--- src/rtl/cell_pkg.sv ---
`default_nettype none
// +-----------------------------------------------------------------------+
// | cell_pkg : shared ATM cell width/type for tx queue and serializer     |
// | Rev 1.0                                                               |
// +-----------------------------------------------------------------------+
package cell_pkg;

  localparam int CELL_W = 53;

  typedef logic [CELL_W-1:0] cell_t;

  typedef enum logic [0:0] {
    ST_IDLE = 1'b0,
    ST_HOLD = 1'b1
  } txq_state_e;

  function automatic int occ_width(input int depth);
    return $clog2(depth) + 1;
  endfunction

endpackage
`default_nettype wire

--- src/rtl/cell_tx_queue_if.sv ---
`default_nettype none
// +-----------------------------------------------------------------------+
// | cell_tx_queue_if : producer/serializer-side bus of cell_tx_queue      |
// | Optional drop_count signal when CELL_TXQ_DROP_CNT_EN is defined.      |
// | Rev 1.0                                                               |
// +-----------------------------------------------------------------------+
interface cell_tx_queue_if #(
  parameter int DEPTH = 4
) ();
  import cell_pkg::*;

  localparam int OCC_W = occ_width(DEPTH);

  cell_t            cell_in;
  logic             valid_in;
  logic             in_ready;
  logic             tx_en;
  cell_t            cell_out;
  logic             valid_out;
  logic [OCC_W-1:0] occupancy;
  logic             overflow;
`ifdef CELL_TXQ_DROP_CNT_EN
  logic [15:0]      drop_count;

  modport slave (
    input  cell_in, valid_in, tx_en,
    output in_ready, cell_out, valid_out, occupancy, overflow, drop_count
  );
  modport master (
    output cell_in, valid_in, tx_en,
    input  in_ready, cell_out, valid_out, occupancy, overflow, drop_count
  );
`else
  modport slave (
    input  cell_in, valid_in, tx_en,
    output in_ready, cell_out, valid_out, occupancy, overflow
  );
  modport master (
    output cell_in, valid_in, tx_en,
    input  in_ready, cell_out, valid_out, occupancy, overflow
  );
`endif

endinterface
`default_nettype wire

--- src/rtl/cell_fifo.sv ---
`default_nettype none
// +-----------------------------------------------------------------------+
// | cell_fifo : power-of-two cell FIFO with wrapping pointers + occupancy |
// | Rev 1.0                                                               |
// +-----------------------------------------------------------------------+
module cell_fifo
  import cell_pkg::*;
#(
  parameter int DEPTH = 4
) (
  input  logic                   clk,
  input  logic                   rst,
  input  logic                   push_i,
  input  logic                   pop_i,
  input  cell_t                  wdata_i,
  output cell_t                  rdata_o,
  output logic                   full_o,
  output logic                   empty_o,
  output logic [$clog2(DEPTH):0] occupancy_o
);

  localparam int PTR_W = $clog2(DEPTH);
  localparam int OCC_W = PTR_W + 1;

  cell_t            mem_q [DEPTH];
  logic [PTR_W-1:0] wr_ptr_q;
  logic [PTR_W-1:0] rd_ptr_q;
  logic [OCC_W-1:0] occ_q;
  logic             push;
  logic             pop;

  assign full_o      = (occ_q == OCC_W'(DEPTH));
  assign empty_o     = (occ_q == '0);
  assign occupancy_o = occ_q;
  assign rdata_o     = mem_q[rd_ptr_q];

  // Guard here too so a misbehaving caller can never over/underflow the count
  assign push = push_i && !full_o;
  assign pop  = pop_i && !empty_o;

  always_ff @(posedge clk) begin
    if (push) begin
      mem_q[wr_ptr_q] <= wdata_i;
    end
  end

  always_ff @(posedge clk) begin
    if (rst) begin
      wr_ptr_q <= '0;
      rd_ptr_q <= '0;
      occ_q    <= '0;
    end else begin
      if (push) begin
        wr_ptr_q <= wr_ptr_q + PTR_W'(1);
      end
      if (pop) begin
        rd_ptr_q <= rd_ptr_q + PTR_W'(1);
      end
      case ({push, pop})
        2'b10:   occ_q <= occ_q + OCC_W'(1);
        2'b01:   occ_q <= occ_q - OCC_W'(1);
        default: occ_q <= occ_q;
      endcase
    end
  end

endmodule
`default_nettype wire

--- src/rtl/cell_tx_queue.sv ---
`default_nettype none
// +-----------------------------------------------------------------------+
// | cell_tx_queue : cell FIFO feeding a serializer with minimum spacing   |
// | Optional drop counter: define CELL_TXQ_DROP_CNT_EN. Rev 1.0           |
// +-----------------------------------------------------------------------+
module cell_tx_queue
  import cell_pkg::*;
#(
  parameter int DEPTH   = 4,
  parameter int SPACING = 8
) (
  input  logic            clk,
  input  logic            rst,
  cell_tx_queue_if.slave  bus
);

  localparam int              CNT_W      = $clog2(SPACING);
  localparam logic [CNT_W-1:0] CNT_RELOAD = CNT_W'(SPACING - 1);

  txq_state_e             state_q, state_d;
  logic [CNT_W-1:0]       cnt_q, cnt_d;
  logic                   valid_out_q, valid_out_d;
  cell_t                  cell_out_q, cell_out_d;
  logic                   overflow_q;

  logic                   full;
  logic                   empty;
  logic                   push;
  logic                   pop;
  logic                   drop;
  cell_t                  head;
  logic [$clog2(DEPTH):0] occ;

  assign push = bus.valid_in && !full;
  assign drop = bus.valid_in && full;

  cell_fifo #(
    .DEPTH (DEPTH)
  ) u_fifo (
    .clk         (clk),
    .rst         (rst),
    .push_i      (push),
    .pop_i       (pop),
    .wdata_i     (bus.cell_in),
    .rdata_o     (head),
    .full_o      (full),
    .empty_o     (empty),
    .occupancy_o (occ)
  );

  always_comb begin
    state_d     = state_q;
    cnt_d       = cnt_q;
    valid_out_d = 1'b0;
    cell_out_d  = cell_out_q;
    pop         = 1'b0;
    case (state_q)
      ST_IDLE: begin
        if (!empty && bus.tx_en) begin
          valid_out_d = 1'b1;
          cell_out_d  = head;
          pop         = 1'b1;
          cnt_d       = CNT_RELOAD;
          state_d     = ST_HOLD;
        end
      end
      ST_HOLD: begin
        // tx_en is ignored here so pulses stay exactly SPACING apart
        cnt_d = cnt_q - CNT_W'(1);
        if (cnt_q == CNT_W'(1)) begin
          state_d = ST_IDLE;
        end
      end
      default: state_d = ST_IDLE;
    endcase
  end

  always_ff @(posedge clk) begin
    if (rst) begin
      state_q     <= ST_IDLE;
      cnt_q       <= '0;
      valid_out_q <= 1'b0;
      cell_out_q  <= '0;
      overflow_q  <= 1'b0;
    end else begin
      state_q     <= state_d;
      cnt_q       <= cnt_d;
      valid_out_q <= valid_out_d;
      cell_out_q  <= cell_out_d;
      overflow_q  <= drop;
    end
  end

  assign bus.in_ready  = !full;
  assign bus.cell_out  = cell_out_q;
  assign bus.valid_out = valid_out_q;
  assign bus.occupancy = occ;
  assign bus.overflow  = overflow_q;

`ifdef CELL_TXQ_DROP_CNT_EN
  logic [15:0] drop_cnt_q;

  always_ff @(posedge clk) begin
    if (rst) begin
      drop_cnt_q <= '0;
    end else if (drop && (drop_cnt_q != 16'hFFFF)) begin
      drop_cnt_q <= drop_cnt_q + 16'd1;
    end
  end

  assign bus.drop_count = drop_cnt_q;
`endif

endmodule
`default_nettype wire
--- src/flat_wrapper.sv ---
// flat-port wrapper written by rule: the top's interface ports become plain ports
module cell_tx_queue_flat import cell_pkg::*;
#(
  parameter int DEPTH   = 4,
  parameter int SPACING = 8
)
  (clk, rst, bus_cell_in, bus_valid_in, bus_tx_en, bus_in_ready, bus_cell_out, bus_valid_out, bus_occupancy, bus_overflow);
  cell_tx_queue_if #(.DEPTH(DEPTH)) bus_i ();
  input  logic clk;
  input  logic rst;
  input wire logic [$bits(bus_i.cell_in)-1:0] bus_cell_in;
  input wire logic [$bits(bus_i.valid_in)-1:0] bus_valid_in;
  input wire logic [$bits(bus_i.tx_en)-1:0] bus_tx_en;
  output wire logic [$bits(bus_i.in_ready)-1:0] bus_in_ready;
  output wire logic [$bits(bus_i.cell_out)-1:0] bus_cell_out;
  output wire logic [$bits(bus_i.valid_out)-1:0] bus_valid_out;
  output wire logic [$bits(bus_i.occupancy)-1:0] bus_occupancy;
  output wire logic [$bits(bus_i.overflow)-1:0] bus_overflow;
  assign bus_i.cell_in = bus_cell_in;
  assign bus_i.valid_in = bus_valid_in;
  assign bus_i.tx_en = bus_tx_en;
  assign bus_in_ready = bus_i.in_ready;
  assign bus_cell_out = bus_i.cell_out;
  assign bus_valid_out = bus_i.valid_out;
  assign bus_occupancy = bus_i.occupancy;
  assign bus_overflow = bus_i.overflow;
  cell_tx_queue #(.DEPTH(DEPTH), .SPACING(SPACING)) u_core (.clk(clk), .rst(rst), .bus(bus_i));
endmodule
--- config.mk ---
export PLATFORM = sky130hd
export DESIGN_NAME = cell_tx_queue_flat
export DESIGN_NICKNAME = d
export VERILOG_FILES = /design/src/rtl/cell_pkg.sv /design/src/rtl/cell_tx_queue_if.sv /design/src/rtl/cell_fifo.sv /design/src/rtl/cell_tx_queue.sv /design/src/flat_wrapper.sv
export SDC_FILE = /design/constraint.sdc
export NUM_CORES = 1
export LEC_CHECK = 0
export ABC_CLOCK_PERIOD_IN_PS = 2900
export CAP_MARGIN = 40
export CORE_ASPECT_RATIO = 1.1
export CORE_MARGIN = 2
export CORE_UTILIZATION = 55
export DETAILED_ROUTE_END_ITERATION = 7
export HOLD_SLACK_MARGIN = 0.1
export PLACE_DENSITY = 0.79
export SLEW_MARGIN = 5
export SYNTH_ARGS = -nofsm -noshare
export SYNTH_HDL_FRONTEND = slang
export SYNTH_SLANG_ARGS = --single-unit
--- constraint.sdc ---
create_clock -name clk -period 2.9 [get_ports clk]
set_clock_uncertainty 0.05 [all_clocks]
set_input_delay 0.58 -clock clk [delete_from_list [all_inputs] [get_ports clk]]
set_output_delay 0.58 -clock clk [all_outputs]
set_load 0.02 [all_outputs]
== Yosys cells after proc, flatten, opt, wreduce, memory -nomap -nowiden ==
Memories as Yosys holds them, arrays and structs flattened. A register that Yosys moved wholly into a read port is not among the register bits.
Index checks and enable logic that the tools add are counted.
Storage, ports and cells
  bits in registers: 13
  RAM bits: 212
  input port bits: 57
  output and inout bits: 59
  logic and storage cells: 38
  memories: 1
Memories
  u_core.u_fifo.mem_q: words 4, width 53, rd ports 1, clocked after Yosys merged registers in 1, wr ports 1, RTL line cell_fifo.sv:25  | cell_t mem_q [DEPTH];
Cells by class
  add/sub/neg operators: 5
  eq/ne operators: 5
  mux-type cells: 9
  bitwise operators: 1
  reductions and logical operators: 10
Operators by type and width (number)
  $pmux 3 s2: 2
  $sub 3x1->3 const B: 2
  $logic_and 1x1->1: 5
  $mux 1: 5
  $add 2x1->2 const B: 2
  $add 3x1->3 const B: 1
  $eq 3x1->1 const B: 1
  $eq 3x3->1 const B: 1
  $logic_not 3->1: 1
  $mux 3: 1
  $eq 2x1->1 const B: 1
  $eq 2x2->1 const B: 1
  $logic_not 1->1: 2
  $ne 2x1->1 const B: 1
  $pmux 1 s2: 1
  $reduce_and 2->1: 1
  $reduce_bool 2->1: 1
  $not 1->1: 1

== Logic depth before layout (Yosys ltp) ==
  word-level depth: 8
  mapped depth: 9
  gate-level depth less buffers: 8

== Modules after synthesis ==
A second synthesis with hierarchy kept.
Unflattened totals
  cells, all modules: 591
  area total of the unflattened synthesis: 10380.0 sq um
By module, submodules not included
  cell_fifo: instances 1, cells each 331, area each 8186.6 sq um, sequential area each 6546.3 sq um
  cell_tx_queue: instances 1, cells each 260, area each 2193.4 sq um, sequential area each 1181.1 sq um

== Worst setup path before layout ==
Ideal clock, no wire load.
  path type: reg-to-reg
  start: register u_core.u_fifo.occ_q[0] (netlist: u_core.u_fifo.occupancy_o[0])
  end: memory u_core.u_fifo.mem_q[0][0] (netlist bit) (enable)
  setup time: 0.416 ns
  arrival time: 2.243 ns
  required time: 2.434 ns
  path slack: 0.190 ns
  cell stages (with the launch flop): 4
  buffers on the path: 1
  clock period less this slack: 2.710 ns
  path through: dfxtp_1 -> or3b_2 -> buf_2 -> and3_1
On the way
  longest elaborated chain between the ends: 6
Ends and longest elaborated chain
  from (decl): RTL line cell_fifo.sv:28  | logic [OCC_W-1:0] occ_q;
  from (signal assigned): RTL line cell_fifo.sv:60  | 2'b10: occ_q <= occ_q + OCC_W'(1);
  from (signal assigned): RTL line cell_fifo.sv:61  | 2'b01: occ_q <= occ_q - OCC_W'(1);
  from (signal assigned): RTL line cell_fifo.sv:62  | default: occ_q <= occ_q;
  $eq 3x3->1 *: RTL line cell_fifo.sv:32  | assign full_o = (occ_q == OCC_W'(DEPTH));
  $logic_not 1->1 *
  via bus_in_ready: RTL line flat_wrapper.sv:14  | output wire logic [$bits(bus_i.in_ready)-1:0] bus_in_ready;
  $logic_and 1x1->1: RTL line cell_tx_queue.sv:34  | assign push = bus.valid_in && !full;
  $logic_and 1x1->1 *: RTL line cell_fifo.sv:38  | assign push = push_i && !full_o;
  $mux 1 *: RTL line cell_fifo.sv:42  | if (push) begin
  $mux 1 (implied by the code) *: RTL line cell_fifo.sv:43  | mem_q[wr_ptr_q] <= wdata_i;
  to (decl): RTL line cell_fifo.sv:25
Mark *: on every way through the listed nets, which the timed path passes. The rest lies on a longest branch.

== Worst setup path after layout ==
  start: register u_core.u_fifo.occ_q[2] (netlist: u_core.u_fifo.occupancy_o[2])
  end: output port bus_in_ready
On the way
  longest elaborated chain between the ends: 2
Ends and longest elaborated chain
  $eq 3x3->1: RTL line cell_fifo.sv:32
  $logic_not 1->1: RTL line cell_tx_queue.sv:94  | assign bus.in_ready = !full;
  to (decl): RTL line flat_wrapper.sv:14
No other way between the ends.

==> metrics.log <==
[metrics] starting density of the core: between 50 and 60%
[metrics] number of slew-limit violations in the final report: 0
[metrics] clock transition at the register clock pins on the worst setup and hold paths after CTS: about 0.060 ns
[metrics] actual transition at the worst max-transition pin: a little over 0.7 ns
[metrics] number of design-rule violations left by the first detailed-router iteration: 442
[metrics] Synthesis Warnings: 0
[metrics] ys async rst share: 0%
[metrics] cell count of the worst reg-to-reg path: 8
[metrics] total routing resource utilization after global routing: between 10% and 20%
[metrics] DPL Wire Length: 10.86 mm
[metrics] Remaining DRCs: 0
[metrics] worst setup path class: reg2out
[metrics] filler cell count in the final layout: 1117
[metrics] Worst VDD drop: approximately 0.62 mV
[metrics] via count of the first global-routing pass: between 5000 and 6000
[metrics] accumulated negative setup slack: 0 ns
[metrics] H-tree Lvls: 1
[metrics] kind of start point of the critical path: flop
[metrics] clk root buf: clkbuf_16
[metrics] worst setup slack after placement: between 0.15 and 0.2 ns
[metrics] Via density: 5.674
[metrics] endpoints failing hold: 0
[metrics] synthesis-stage register bit count: 278
[metrics] cells resized by post-CTS repair: 0
[metrics] RSZ-0062 raised after global routing: false
[metrics] Total Power Consumption: 10.71 mW
[metrics] Pre-Repair DR Iteration Count: 4
[metrics] Routed wire per std cell: between 20 and 25 um
[metrics] vertical die dimension: roughly 140 um
[metrics] utilization after layout: 69.23%
[metrics] Layout Nets: 669
[metrics] Power Density: 875.2 mW/mm2
[metrics] layout cell share with drive strength beyond 1: 19.07%
[metrics] area of the die: 0.01916 mm2
[metrics] sequential area share after synthesis: 77.36%
[metrics] Post-Synthesis Net Count: roughly 540
[metrics] outcome: finished, final reports clean
[metrics] top_reg_cell synth: edfxtp_1
[metrics] WP data arrival: between 2 and 2.5 ns
[metrics] largest fanout of any net on the critical path: 11
[metrics] count of nets left with antenna violations after detail routing: 0
[metrics] worst min-delay path endpoint: u_core.bus.cell_out[23]
[metrics] maximum number of pins on one net before global-route repair: 39
[metrics] worst-case hold slack: 0.4277 ns
[metrics] core area: 0.01768 mm2
[metrics] num ports: ~120
[metrics] worst slew margin relative to its limit: a little over half
[metrics] Port Buf Inserts: ~120
[metrics] reg2reg start: u_core.u_fifo.occupancy_o[2]
[metrics] Post-Synthesis Cell Area: approximately 0.0099 mm2
[metrics] Hold-fix buffers, CTS: 0
[metrics] Critical Path Sink Type: primary output
[metrics] MaxCap Viol Count: 0
[metrics] Area Growth Syn to Fin: 23.14%
[metrics] Horiz. Die Dim: between 100 and 150 um
[metrics] number of distinct library cells after synthesis: 33
[metrics] Hold Crit Class: reg2reg
[metrics] final-report setup violation count: 0
[metrics] initial antenna violation count: 0
[metrics] clock period minus worst slack: around 2.7 ns
[metrics] crit share post-route: a little over nine tenths
[metrics] crit path setup slack, layout: 0.1672 ns
[metrics] Hold Crit Start: u_core.bus.cell_out[23]
[metrics] cell count after synthesis: roughly 470
[metrics] endpoint of the lowest-slack register-to-register path: u_core.u_fifo.occupancy_o[2]
[metrics] EDFF count, synth: ~210
[metrics] syn avg cell area: about 21 um2
[metrics] grt total ovfl: 0
[metrics] number of setup buffers added after CTS: 0
[metrics] clock tree from TritonCTS: yes
[metrics] worst hold stages: 1
[metrics] RD Place Congestion: 0.7526
[metrics] count of antenna diodes in the layout: 0
[metrics] number of sinks handled by clock tree synthesis: about 280
[metrics] achievable clock frequency: 0.3659 GHz
[metrics] FP Rows: 51
[metrics] total detailed-routing wirelength: 18.34 mm
[metrics] count of vias placed by the detailed router: just under 5000
[metrics] Num CTS Buffers: 26
[metrics] worst-skew pair later-pin latency: slightly above 0.5 ns
[metrics] wire length of the first global-routing pass: around 29 mm
[metrics] Leak Pwr: 4.049 nW
[metrics] data required time of the critical path: 2.27 ns
[metrics] maximum buffer depth of the clock tree: 3
[metrics] R2R Setup Slk: between 0.4 and 0.5 ns
[power by group]
part           internal [mW]  switching, mW  total, mW
clock                   1.86           1.32       3.18
sequential              4.83          0.374       5.20
combinational           1.23           1.09       2.33
total                   7.92           2.79       10.7
[area by class of cell]
type	count	area, um2	share of cell area, %
sequential	278	7692	62.86
clock buffer	42	752.0	6.145
tap	238	297.8	2.434
multi-input combinational	159	2066	16.88
timing repair buffer	131	1346	11.00
clock inverter	6	52.55	0.4294
inverter	8	30.03	0.2454
[synthesized netlist by cell type, types with 2 or more instances]
| master | n | share of area (%) |
|---|---|---|
| buf_4 | 4 | 0.30 |
| a22o_1 | 46 | 4.1 |
| ha_1 | 7 | 0.88 |
| buf_2 | 9 | 0.45 |
| dfxtp_1 | 66 | 13 |
| nor3_1 | 3 | 0.15 |
| a22o_2 | 7 | 0.71 |
| and3_1 | 6 | 0.38 |
| inv_1 | 8 | 0.30 |
| mux4_2 | 53 | 12 |
| o21ai_0 | 2 | 0.10 |
| clkbuf_1 | 7 | 0.26 |
| nor2_1 | 7 | 0.26 |
| a21o_1 | 3 | 0.23 |
| xor2_1 | 2 | 0.18 |
| nand2_1 | 2 | 0.076 |
| buf_6 | 6 | 0.68 |
| a21oi_1 | 6 | 0.30 |
| edfxtp_1 | 212 | 64 |
| or3_1 | 2 | 0.13 |
| nand3_1 | 2 | 0.10 |
[per-layer routing]
layer,GRT usage [%],up-vias,share of wire [%]
met5,0,-,0
met4,4.457,0,1.4
met3,3.704,24,5.3
met2,32.58,140,51
met1,26.37,2525,43
li1,-,2202,-
[state kept, by name (all words and copies together), names as in the netlist]
| name | count |
|---|---|
| u_core.u_fifo.wr_ptr_q | 2 |
| u_core.u_fifo.rd_ptr_q | 2 |
| u_core.bus.overflow | 1 |
| u_core.bus.valid_out | 1 |
| u_core.bus.cell_out | 53 |
| u_core.state_q | 1 |
| u_core.u_fifo.mem_q | 212 |
| u_core.u_fifo.occupancy_o | 3 |
| u_core.cnt_q | 3 |
[worst max path at each step]
stage	start	endpoint	cells past startpoint
2_1_floorplan	u_core.u_fifo.occupancy_o[0]	u_core.u_fifo.mem_q[0][0]	3
3_3_place_gp	bus_tx_en	u_core.u_fifo.occupancy_o[2]	9
3_5_place_dp	bus_tx_en	u_core.u_fifo.occupancy_o[2]	9
4_1_cts	u_core.u_fifo.occupancy_o[2]	bus_in_ready	2
5_1_grt	u_core.u_fifo.occupancy_o[2]	bus_in_ready	2
6_report	u_core.u_fifo.occupancy_o[2]	bus_in_ready	2
[logic make-up (layout without fill, tap and decap cells)]
family	Yosys count	count (layout)	share of synthesized area (%)
DFF	278	278	77.36
AOI/OAI and AO/OA	68	68	5.729
muxes	54	54	12.13
buffers and inverters	35	187	2.040
and+or+nand+nor	27	27	1.486
adders and majority gates	8	8	1.083
xor gates and xnor gates	2	2	0.1763
[critical path, cell delays in order, from the launching register on]
cell and delay (ns):
dfxtp_1 0.42, or3b_2 0.59, clkdlybuf4s50_1 0.58
[layout by cell type, fill, tap and decap left out, types with 4 or more instances in the layout]
cell	n
a22o_2	7
dfxtp_1	64
buf_4	10
clkbuf_16	27
inv_1	8
ha_1	7
nor2_1	7
edfxtp_1	212
clkdlybuf4s50_1	115
a21oi_1	6
a22o_1	46
mux4_2	53
and3_2	4
clkbuf_1	13
buf_12	6
[through the flow]
| stage | area, um2 | std cells |
|---|---|---|
| floorplan | 9937 | 472 |
| global placement | 11430 | 814 |
| detailed placement | 11430 | 814 |
| CTS | 12240 | 862 |
| global route | 12240 | 862 |
| finish | 12240 | 862 |
No activity file was read; power rests on OpenSTA's default activity.
